### config.mk
export PLATFORM = sky130hd
export DESIGN_NAME = instance_expander
export DESIGN_NICKNAME = d
export VERILOG_FILES = /design/src/rtl/instance_expander.sv
export SDC_FILE = /design/constraint.sdc
export NUM_CORES = 1
export LEC_CHECK = 0
export CAP_MARGIN = 15
export CELL_PAD_IN_SITES_DETAIL_PLACEMENT = 1
export CELL_PAD_IN_SITES_GLOBAL_PLACEMENT = 2
export CORE_AREA = 2 2 379 381
export DETAILED_ROUTE_END_ITERATION = 7
export DIE_AREA = 0 0 381 383
export HOLD_SLACK_MARGIN = 0.08
export PLACE_DENSITY = 0.59
export SETUP_SLACK_MARGIN = 0.4
export SKIP_LAST_GASP = 1
export SYNTH_ARGS = -nofsm -noshare
export SYNTH_HDL_FRONTEND = slang
export SYNTH_SLANG_ARGS = --single-unit
### constraint.sdc
create_clock -name clk -period 22.2 [get_ports clk]
set_input_delay 6.66 -clock clk [delete_from_list [all_inputs] [get_ports clk]]
set_output_delay 6.66 -clock clk [all_outputs]
set_load 0.05 [all_outputs]
### src/rtl/instance_expander.sv
// Instance expander: queues scene instances, requests each model in order and
// pairs every returned triangle with its instance transform.
// Optional per-scene output counter: define INSTANCE_EXPANDER_STATS_EN.
module instance_expander #(
  parameter int XFORM_W     = 192,
  parameter int TRI_W       = 288,
  parameter int MODEL_ID_W  = 4,
  parameter int QUEUE_DEPTH = 2
) (
  input  logic                  clk,
  input  logic                  rst,
  input  logic                  inst_valid,
  output logic                  inst_ready,
  input  logic [XFORM_W-1:0]    inst_xform,
  input  logic [MODEL_ID_W-1:0] inst_model_id,
  input  logic                  inst_last,
  output logic                  req_valid,
  input  logic                  req_ready,
  output logic [MODEL_ID_W-1:0] req_model_id,
  input  logic                  tri_valid,
  output logic                  tri_ready,
  input  logic [TRI_W-1:0]      tri_data,
  input  logic                  tri_last,
  input  logic                  tri_empty,
  output logic                  out_valid,
  input  logic                  out_ready,
  output logic [XFORM_W-1:0]    out_xform,
  output logic [TRI_W-1:0]      out_tri,
  output logic                  out_last_model,
  output logic                  out_last_scene,
  output logic                  scene_done
`ifdef INSTANCE_EXPANDER_STATS_EN
  ,
  output logic [31:0]           stat_tri_count
`endif
);

  localparam int AW    = $clog2(QUEUE_DEPTH);
  localparam int PTR_W = AW + 1;

  typedef logic [PTR_W-1:0] ptr_t;
  typedef enum logic {S_IDLE, S_ISSUE} state_e;

  state_e state_q, state_d;
  ptr_t   wr_ptr_q, wr_ptr_d;
  ptr_t   iss_ptr_q, iss_ptr_d;
  ptr_t   rd_ptr_q, rd_ptr_d;
  logic   run_q, run_d;

  logic               out_valid_q, out_valid_d;
  logic [XFORM_W-1:0] out_xform_q, out_xform_d;
  logic [TRI_W-1:0]   out_tri_q, out_tri_d;
  logic               out_last_model_q, out_last_model_d;
  logic               out_last_scene_q, out_last_scene_d;
  logic               scene_done_q, scene_done_d;

  logic [XFORM_W-1:0]    xform_mem [QUEUE_DEPTH];
  logic [MODEL_ID_W-1:0] model_mem [QUEUE_DEPTH];
  logic                  last_mem  [QUEUE_DEPTH];

  logic [AW-1:0] wr_idx, iss_idx, rd_idx;
  logic          full, head_req, can_load;
  logic          push, req_fire, tri_fire, load, pop, out_fire;

  assign wr_idx  = wr_ptr_q[AW-1:0];
  assign iss_idx = iss_ptr_q[AW-1:0];
  assign rd_idx  = rd_ptr_q[AW-1:0];

  // Full when the index bits match but the wrap bits differ.
  assign full     = (wr_ptr_q[AW] != rd_ptr_q[AW]) && (wr_idx == rd_idx);
  assign head_req = (iss_ptr_q != rd_ptr_q);
  assign can_load = !out_valid_q || out_ready;

  // run_q holds the ready outputs low for the first cycle after reset.
  assign inst_ready   = run_q && !full;
  assign req_valid    = (state_q == S_ISSUE);
  assign req_model_id = req_valid ? model_mem[iss_idx] : '0;
  assign tri_ready    = head_req && can_load;

  assign push     = inst_valid && inst_ready;
  assign req_fire = req_valid && req_ready;
  assign tri_fire = tri_valid && tri_ready;
  assign load     = tri_fire && !tri_empty;
  assign pop      = tri_fire && (tri_last || tri_empty);
  assign out_fire = out_valid_q && out_ready;

  assign out_valid      = out_valid_q;
  assign out_xform      = out_xform_q;
  assign out_tri        = out_tri_q;
  assign out_last_model = out_last_model_q;
  assign out_last_scene = out_last_scene_q;
  assign scene_done     = scene_done_q;

  // NOTE: every signal driven here gets a default first so no path leaves
  // it unassigned, which would otherwise infer a latch.
  always_comb begin
    wr_ptr_d         = wr_ptr_q;
    iss_ptr_d        = iss_ptr_q;
    rd_ptr_d         = rd_ptr_q;
    run_d            = 1'b1;
    out_valid_d      = out_valid_q;
    out_xform_d      = out_xform_q;
    out_tri_d        = out_tri_q;
    out_last_model_d = out_last_model_q;
    out_last_scene_d = out_last_scene_q;
    scene_done_d     = pop && last_mem[rd_idx];

    if (push)     wr_ptr_d  = wr_ptr_q + PTR_W'(1);
    if (req_fire) iss_ptr_d = iss_ptr_q + PTR_W'(1);
    if (pop)      rd_ptr_d  = rd_ptr_q + PTR_W'(1);

    if (load) begin
      out_valid_d      = 1'b1;
      out_xform_d      = xform_mem[rd_idx];
      out_tri_d        = tri_data;
      out_last_model_d = tri_last;
      out_last_scene_d = tri_last && last_mem[rd_idx];
    end else if (out_fire) begin
      out_valid_d = 1'b0;
    end
  end

  always_comb begin
    state_d = state_q;
    case (state_q)
      S_IDLE:  if (iss_ptr_d != wr_ptr_d) state_d = S_ISSUE;
      S_ISSUE: if (iss_ptr_d == wr_ptr_d) state_d = S_IDLE;
      default: state_d = S_IDLE;
    endcase
  end

  // NOTE: sequential state uses non-blocking assignments so every flop
  // samples its pre-edge inputs regardless of statement order.
  always_ff @(posedge clk) begin
    if (rst) begin
      state_q          <= S_IDLE;
      wr_ptr_q         <= '0;
      iss_ptr_q        <= '0;
      rd_ptr_q         <= '0;
      run_q            <= 1'b0;
      out_valid_q      <= 1'b0;
      out_xform_q      <= '0;
      out_tri_q        <= '0;
      out_last_model_q <= 1'b0;
      out_last_scene_q <= 1'b0;
      scene_done_q     <= 1'b0;
    end else begin
      state_q          <= state_d;
      wr_ptr_q         <= wr_ptr_d;
      iss_ptr_q        <= iss_ptr_d;
      rd_ptr_q         <= rd_ptr_d;
      run_q            <= run_d;
      out_valid_q      <= out_valid_d;
      out_xform_q      <= out_xform_d;
      out_tri_q        <= out_tri_d;
      out_last_model_q <= out_last_model_d;
      out_last_scene_q <= out_last_scene_d;
      scene_done_q     <= scene_done_d;
    end
  end

  // NOTE: queue storage is not reset; entries are only read between the
  // read and write pointers, which reset does clear.
  always_ff @(posedge clk) begin
    if (push) begin
      xform_mem[wr_idx] <= inst_xform;
      model_mem[wr_idx] <= inst_model_id;
      last_mem[wr_idx]  <= inst_last;
    end
  end

`ifdef INSTANCE_EXPANDER_STATS_EN
  logic [31:0] stat_q, stat_d;

  always_comb begin
    stat_d = stat_q;
    if (scene_done_q)                    stat_d = '0;
    else if (out_fire && stat_q != '1)   stat_d = stat_q + 32'd1;
  end

  always_ff @(posedge clk) begin
    if (rst) stat_q <= '0;
    else     stat_q <= stat_d;
  end

  assign stat_tri_count = stat_q;
`endif

endmodule

# After elaboration in Yosys (flattened, before gate mapping)
# Memory sizes are Yosys's and may differ from the RTL's. A register that Yosys moved wholly into a read port is not among the register bits.
# Index checks and enable logic that the tools add are counted.
# totals
ff_bits	300
latchBits	0
ram_bits	394
mem_bits_ro	0
inputBits	493
output_inout_bits	491
word_cells	53
n_memories	3
# classes
add_sub_neg	3
n_mul	0
n_div	0
magnitude_cmp	0
n_eq_ne	5
n_shift	0
mux	14
n_bitwise	1
n_reduce_logical	17
# memory_table
name	depth	width	rd	rd_ports_with_merged_regs	write_ports	line_no	source
xform_mem	2	192	1	1	1	57	logic [XFORM_W-1:0] xform_mem [QUEUE_DEPTH];
model_mem	2	4	1	1	1	58	logic [MODEL_ID_W-1:0] model_mem [QUEUE_DEPTH];
last_mem	2	1	1	1	1	59	logic last_mem [QUEUE_DEPTH];
# op_table
op	count
$logic_and 1x1->1	11
$mux 1	10
$add 2x1->2 const B	3
$mux 2	2
$mux 4	1
$ne 2x2->1	2
$logic_not 1->1	3
$eq 2x2->1	1
$logic_or 1x1->1	2
$pmux 1 s2	1
$reduce_bool 2->1	1
$eq 1x1->1	1
$ne 1x1->1	1
$not 1->1	1

# Logic depth before layout (Yosys ltp)
# Gate-level depths: netlist of the first run.
# depth
word_depth	9
depth_mapped	9

# Worst setup path before layout of the first run
# No wires, ideal clock.
# synth_timing
kind	in2out
startpoint	input out_ready
endpoint	output tri_ready
arrival_ns	7.519
required_ns	15.540
slack_ns	8.021
path_stages	2
n_path_buf	0
cell_sequence	nor2b_1 -> a21oi_1
# synth_between
elab_chain_cells	2
# synth_rtl
element	line_no	source
start, declared	26	input logic out_ready,
$logic_or 1x1->1	72	assign can_load = !out_valid_q || out_ready;
$logic_and 1x1->1	78	assign tri_ready = head_req && can_load;
end, declared	21	output logic tri_ready,
# Every way passes these cells.

# Worst setup path in the final report of the first run
# Same ends and word-level chain as after synthesis.

==> summary.md, run 1 <==
| Metric | Value |
|---|---|
| CP Class | in2out |
| TritonCTS clock tree | built |
| Die width | 381 um |
| Post-Synthesis Cell Area | 30,600 um^2 |
| Leakage | 14.5 nW |
| Slew Limit Headroom | 26.7% |
| Routed Antenna Nets | 0 |
| Iter 0 DRT Violations | 761 |
| CP Capture Type | output port |
| Root Buffer | clkbuf_16 |
| Mapped Avg Cell Area | 11.9 um^2 |
| Syn Nets | 3,079 |
| Unrepaired setup endpoints after global routing | false |
| Die Height | 383 um |
| Finish-stage setup viols | 0 |
| Req. time, crit path | 15.54 ns |
| Slew @ Worst Pin | 1.10 ns |
| Distinct cell type count after synthesis | 33 |
| CTS buffer count | 107 |
| Ys Warns | 0 |
| Yosys reg bits | 887 |
| Placeable Area | 142,000 um^2 |
| Gpl congestion | 0.801 |
| Seq/Total Area, Yosys | 70.8% |
| DRT Pass-1 Iters | 4 |
| CP max FO | 5 |
| Critical Path AT | 8.91 ns |
| CTS max path bufs | 3 |
| Placed cells | 5,306 |
| Global-route wire length before repair | 173,000 um |
| Largest net degree at the start of global routing | 189 |
| Peak Freq | 64.2 MHz |
| Clock Latency Late Sink | 0.72 ns |
| Cells after Synth | 2,584 |
| PD cells | 93.3 nW/um^2 |
| Startpoint type of the worst setup path | input pin |
| Ports | 984 |
| GRT Overall Usage | 16.3% |
| Post-Route Skew | 0.0417 ns |
| Number of global-route vias before repair | 22,943 |
| Residual DRC | 0 |
| Status | finished, final reports clean |
| Port bufs | 983 |
| Setup tns final | 0 ns |
| Clock Pin Slew Worst Setup and Hold Paths | 0.05 ns |
| Slew Viols, Final | 0 |
| Grt total ovfl | 0 |
| Hold_buf cts | 0 |
| Vias | 23,015 |
| DR WL/cell | 22.5 um |
| Initial Util | 21.5% |
| Non-filler cells, final | 5,522 |
| Tcrit/Tclk final | 70.2% |
| Hold Fails Final Rpt | 0 |
| Postcts setup bufs | 0 |
| Routed WL | 124,000 um |
| Post-layout nets | 4,007 |
| MaxCap Viol Count | 0 |
| HPWL after DPL | 87,900 um |
| Rows | 139 |
| Hold Path Class | reg2reg |
| Initial antenna violation count | 52 |
| Sink Count | 887 |
| Die ar. | 146,000 um^2 |
| Share of layout cells above drive strength 1 | 5.27% |
| Area Growth Syn to Fin | 50.3% |
| Minimum clock period after layout | 15.57 ns |
| Most frequent cells in the layout | clkdlybuf4s50_1, nand2_1, dfxtp_1 |
| Post-CTS Resized | 0 |
| Most common cell after layout, fill and taps aside | clkdlybuf4s50_1 |
| Vias per cell | 4.17 |
| Peak supply drop | 0.0609 mV |
| # H-tree levels | 3 |
path summary, 6_finish.rpt:
check	startpoint	end	slack (ns)	cells past startpoint
setup / recovery	out_ready	tri_ready	6.63	4
hold reg to reg	out_tri[238]	out_tri[238]	0.45	2
hold / removal	out_tri[238]	out_tri[238]	0.45	2
setup reg to reg	rd_ptr_q[0]	xform_mem[1][83]	17.59	6
worst max-delay path: stages:
cell	delay, ns
clkdlybuf4s50_1	0.60
nor2b_1	0.17
a21oi_1	0.53
clkdlybuf4s50_1	0.94
synth_stat cells, drive strengths merged:
cell,n,share of area (%)
a2111o,2,0.073
a2111oi,1,0.090
a211oi,192,4.7
a21bo,1,0.033
a21boi,1,0.025
a21oi,293,4.8
a221oi,1,0.029
a31oi,1,0.020
and2,2,0.041
and4b,1,0.033
buf,60,0.94
clkbuf,126,1.5
dfxtp,493,32
edfxtp,394,39
ha,2,0.082
inv,4,0.049
mux2,1,0.037
mux2i,198,6.5
nand2,583,7.1
nand3,3,0.049
nand3b,1,0.025
nor2,201,2.5
nor2b,7,0.14
nor3,1,0.016
nor3b,2,0.049
o2111a,1,0.037
o21a,1,0.025
o21ai,2,0.033
or3,2,0.041
xnor2,5,0.14
xor2,2,0.057
kinds of logic after synthesis:
family	after synthesis	share of synthesized area, %
adders and majority gates	2	0.0817
DFF	887	70.8
xor gates and xnor gates	7	0.200
buffers and inverters	190	2.54
and+or+nand+nor	803	10.0
AOI/OAI and AO/OA	496	9.85
muxes	199	6.50
layout make-up:
type                    count  area [um^2]
repair buffers           1005        10100
diodes                     16         40.0
multi-input cells        1507         8190
fillers                 15561        96200
inverters                   4         15.0
flip-flops and latches    887        21700
clock inverters            29          377
well taps                1903         2380
clock buffers             171         3270
metal layers:
metal / global-route usage [%] / part of all wire [%]
met2: 30.2 / 52
met1: 16.5 / 36
met4: 5.40 / 2.9
met5: 0 / 0.20
met3: 6.79 / 9.0
registers in the layout, summed over array words and instances (netlist names), named ones only:
name,count
iss_ptr_q,2
last_mem,2
model_mem,8
out_last_model,1
out_last_scene,1
out_tri,288
out_valid,1
out_xform,192
rd_ptr_q,2
req_valid,1
run_q,1
scene_done,1
wr_ptr_q,2
xform_mem,384
power breakdown:
part           internal [mW]  switching (mW)  total [mW]
Sequential              1.79          0.0436        1.84
Combinational          0.245           0.417       0.662
Clock                   1.07           0.725        1.79
per-stage QoR:
step           instance area [um^2]  setup slack, ns  power (mW)  hold slack (ns)  util, %
3_3_place_gp                  42300             6.47        2.54            0.442     29.8
6_report                      46000             6.63        4.29            0.452     32.4
4_1_cts                       46000             6.48        4.39            0.454     32.3
2_1_floorplan                 30600             8.02        2.25            0.506        -
5_1_grt                       46000             6.49        4.48            0.465     32.3
3_5_place_dp                  42300             6.49        2.55            0.446     29.8
(Power assumes the default switching activity.)
==> inputs of run 2 (changes only) <==
CORE_AREA = 2 2 380 382   (was 2 2 379 381)
DIE_AREA = 0 0 382 384   (was 0 0 381 383)
clock period = 15.1 ns   (was 22.2 ns; I/O delays follow)
==> summary.md, run 2 (synthesis results as in run 1) <==
| Metric | Value |
|---|---|
| Routed WL | 121,000 um (was 124,000 um) |
| Leakage | 14.5 nW (about the same) |
| DRT Pass-1 Iters | 4 (unchanged) |
| Slew Viols, Final | 0 (unchanged) |
| Postcts setup bufs | 0 (unchanged) |
| Grt total ovfl | 0 (unchanged) |
| Clock Latency Late Sink | 0.72 ns (about the same) |
| Reg power frac | 42.9% (was 42.8%) |
| Sink Count | 887 (unchanged) |
| Share of layout cells above drive strength 1 | 5.33% (was 5.27%) |
| Final Instance Area | 46,000 um^2 (about the same) |
| HPWL after DPL | 85,200 um (was 87,900 um) |
| Post-Route Skew | 0.0772 ns (was 0.0417 ns) |
| Port bufs | 983 (unchanged) |
| Critical Path AT | 6.16 ns (was 8.91 ns) |
| CTS max path bufs | 3 (unchanged) |
| Finish-stage setup viols | 0 (unchanged) |
| PD cells | 137 nW/um^2 (was 93.3 nW/um^2) |
| Root Buffer | clkbuf_16 (unchanged) |
| Ports | 984 (unchanged) |
| DR WL/cell | 22.0 um (was 22.5 um) |
| Req. time, crit path | 10.57 ns (was 15.54 ns) |
| Die Height | 384 um (was 383 um) |
| Switching power | 1.75 mW (was 1.19 mW) |
| Minimum clock period after layout | 10.69 ns |
| Largest net degree at the start of global routing | 184 (was 189) |
| Vias | 22,792 (was 23,015) |
| Iter 0 DRT Violations | 901 (was 761) |
| Setup tns final | 0 ns (unchanged) |
| Placeable Area | 143,000 um^2 (was 142,000 um^2) |
| # H-tree levels | 3 (unchanged) |
| CP Capture Type | output port (unchanged) |
| MaxCap Viol Count | 0 (unchanged) |
| TritonCTS clock tree | built (unchanged) |
| CP Class | in2out (unchanged) |
| Most frequent cells in the layout | clkdlybuf4s50_1, nand2_1, dfxtp_1 (unchanged) |
| Hold_buf cts | 0 (unchanged) |
| R2R cell count | 7 (was 6) |
| Hold Fails Final Rpt | 0 (unchanged) |
| Initial Util | 21.5% (about the same) |
| Slew Limit Headroom | 29.5% (was 26.7%) |
| CTS buffer count | 107 (unchanged) |
| Status | finished, final reports clean (unchanged) |
| Tcrit/Tclk final | 70.8% |
| Hold Path Class | reg2reg (unchanged) |
| Area Growth Syn to Fin | 50.2% (was 50.3%) |
| Number of global-route vias before repair | 23,171 (was 22,943) |
| CP max FO | 5 (unchanged) |
| Setup ws final | 4.41 ns (was 6.63 ns) |
| Initial antenna violation count | 41 (was 52) |
| DP Worst Slack | 4.38 ns (was 6.49 ns) |
| Peak Freq | 93.6 MHz |
| Vias per cell | 4.13 (was 4.17) |
| Global-route wire length before repair | 171,000 um (was 173,000 um) |
| Biggest register | xform_mem (unchanged) |
| Clock Pin Slew Worst Setup and Hold Paths | 0.06 ns (was 0.05 ns) |
| Hold depth | 2 (unchanged) |
| Peak supply drop | 0.0969 mV (was 0.0609 mV) |
| Die ar. | 147,000 um^2 (was 146,000 um^2) |
| Slew @ Worst Pin | 1.06 ns (was 1.10 ns) |
| Post-layout nets | 4,008 (was 4,007) |
| Max reg flops | 384 (unchanged) |
| Post-CTS Resized | 0 (unchanged) |
| Comb power frac | 15.4% (about the same) |
| Sw frac | 27.8% (was 27.6%) |
| GRT Overall Usage | 16.0% (was 16.3%) |
| Rows | 139 (unchanged) |
| Gpl congestion | 0.786 (was 0.801) |
| Int Power | 4.54 mW (was 3.11 mW) |
| # fillers | 15,675 (was 15,561) |
| Startpoint type of the worst setup path | input pin (unchanged) |
| DP Area | 42,400 um^2 (was 42,300 um^2) |
| Clk network pwr share | 41.6% (was 41.8%) |
| Routed Antenna Nets | 0 (unchanged) |
| Die width | 382 um (was 381 um) |
| Unrepaired setup endpoints after global routing | false (unchanged) |
| Most common cell after layout, fill and taps aside | clkdlybuf4s50_1 (unchanged) |
| Residual DRC | 0 (unchanged) |
[run 2: cell count changes in the layout (fill, tap and decap cells not counted), sizes merged]
cell and delta:
diode -1, bufinv +4, clkbuf -16, buf +1, inv +1, clkinvlp +2
clkinv +6
[run 2: final cells by class]
class	count	area [um^2]	share of cell area, %
inverter	4	15.0	0.0326
clock buffer	155	3010	6.54
sequential	887	21700	47.2
timing repair buffer	1006	10100	21.9
antenna	15	37.5	0.0816
multi-input combinational	1507	8190	17.8
clock inverter	42	596	1.29
tap	1903	2380	5.17
[run 2: worst paths after layout]
check | start | to | slack [ns]
worst max-delay path | out_ready | tri_ready | 4.41
worst min-delay path | out_tri[141] | out_tri[141] | 0.45
worst max register to register | rd_ptr_q[0] | out_xform[110] | 10.39
worst min register to register | out_tri[141] | out_tri[141] | 0.45
[run 2: power by group through the flow]
stage          Combinational [mW]  Sequential [mW]  Clock, mW
6_report                    0.971             2.70       2.62
5_1_grt                      1.04             2.72       2.82
4_1_cts                     0.993             2.70       2.73
3_5_place_dp                0.990             2.76          0
3_3_place_gp                0.985             2.75          0
2_1_floorplan               0.292             3.02          0
[run 2: per-stage QoR]
step                      hold slack [ns]  power [mW]  utilization (%)  std cells
after CTS                           0.454        6.43             32.2       5504
after global placement              0.442        3.73             29.7       5307
after floorplan                     0.506        3.31                -       2584
after global routing                0.471        6.57             32.2       5509
final                               0.452        6.29             32.2       5519
after detailed placement            0.446        3.75             29.7       5307
[run 2: worst max-delay path: stages]
cell and delay, ns:
clkdlybuf4s50_1 0.40, nor2b_1 0.37, a21oi_1 0.10, clkdlybuf4s50_1 0.75
[run 2: metal layers]
layer	up-vias	track usage, %	wire length (um)	share of wire, %
met1	10954	16.9	44700	37
met3	180	6.76	11000	9.1
li1	10931	-	-	-
met4	30	4.00	3080	2.5
met5	-	0	189	0.16
met2	697	29.0	62300	51
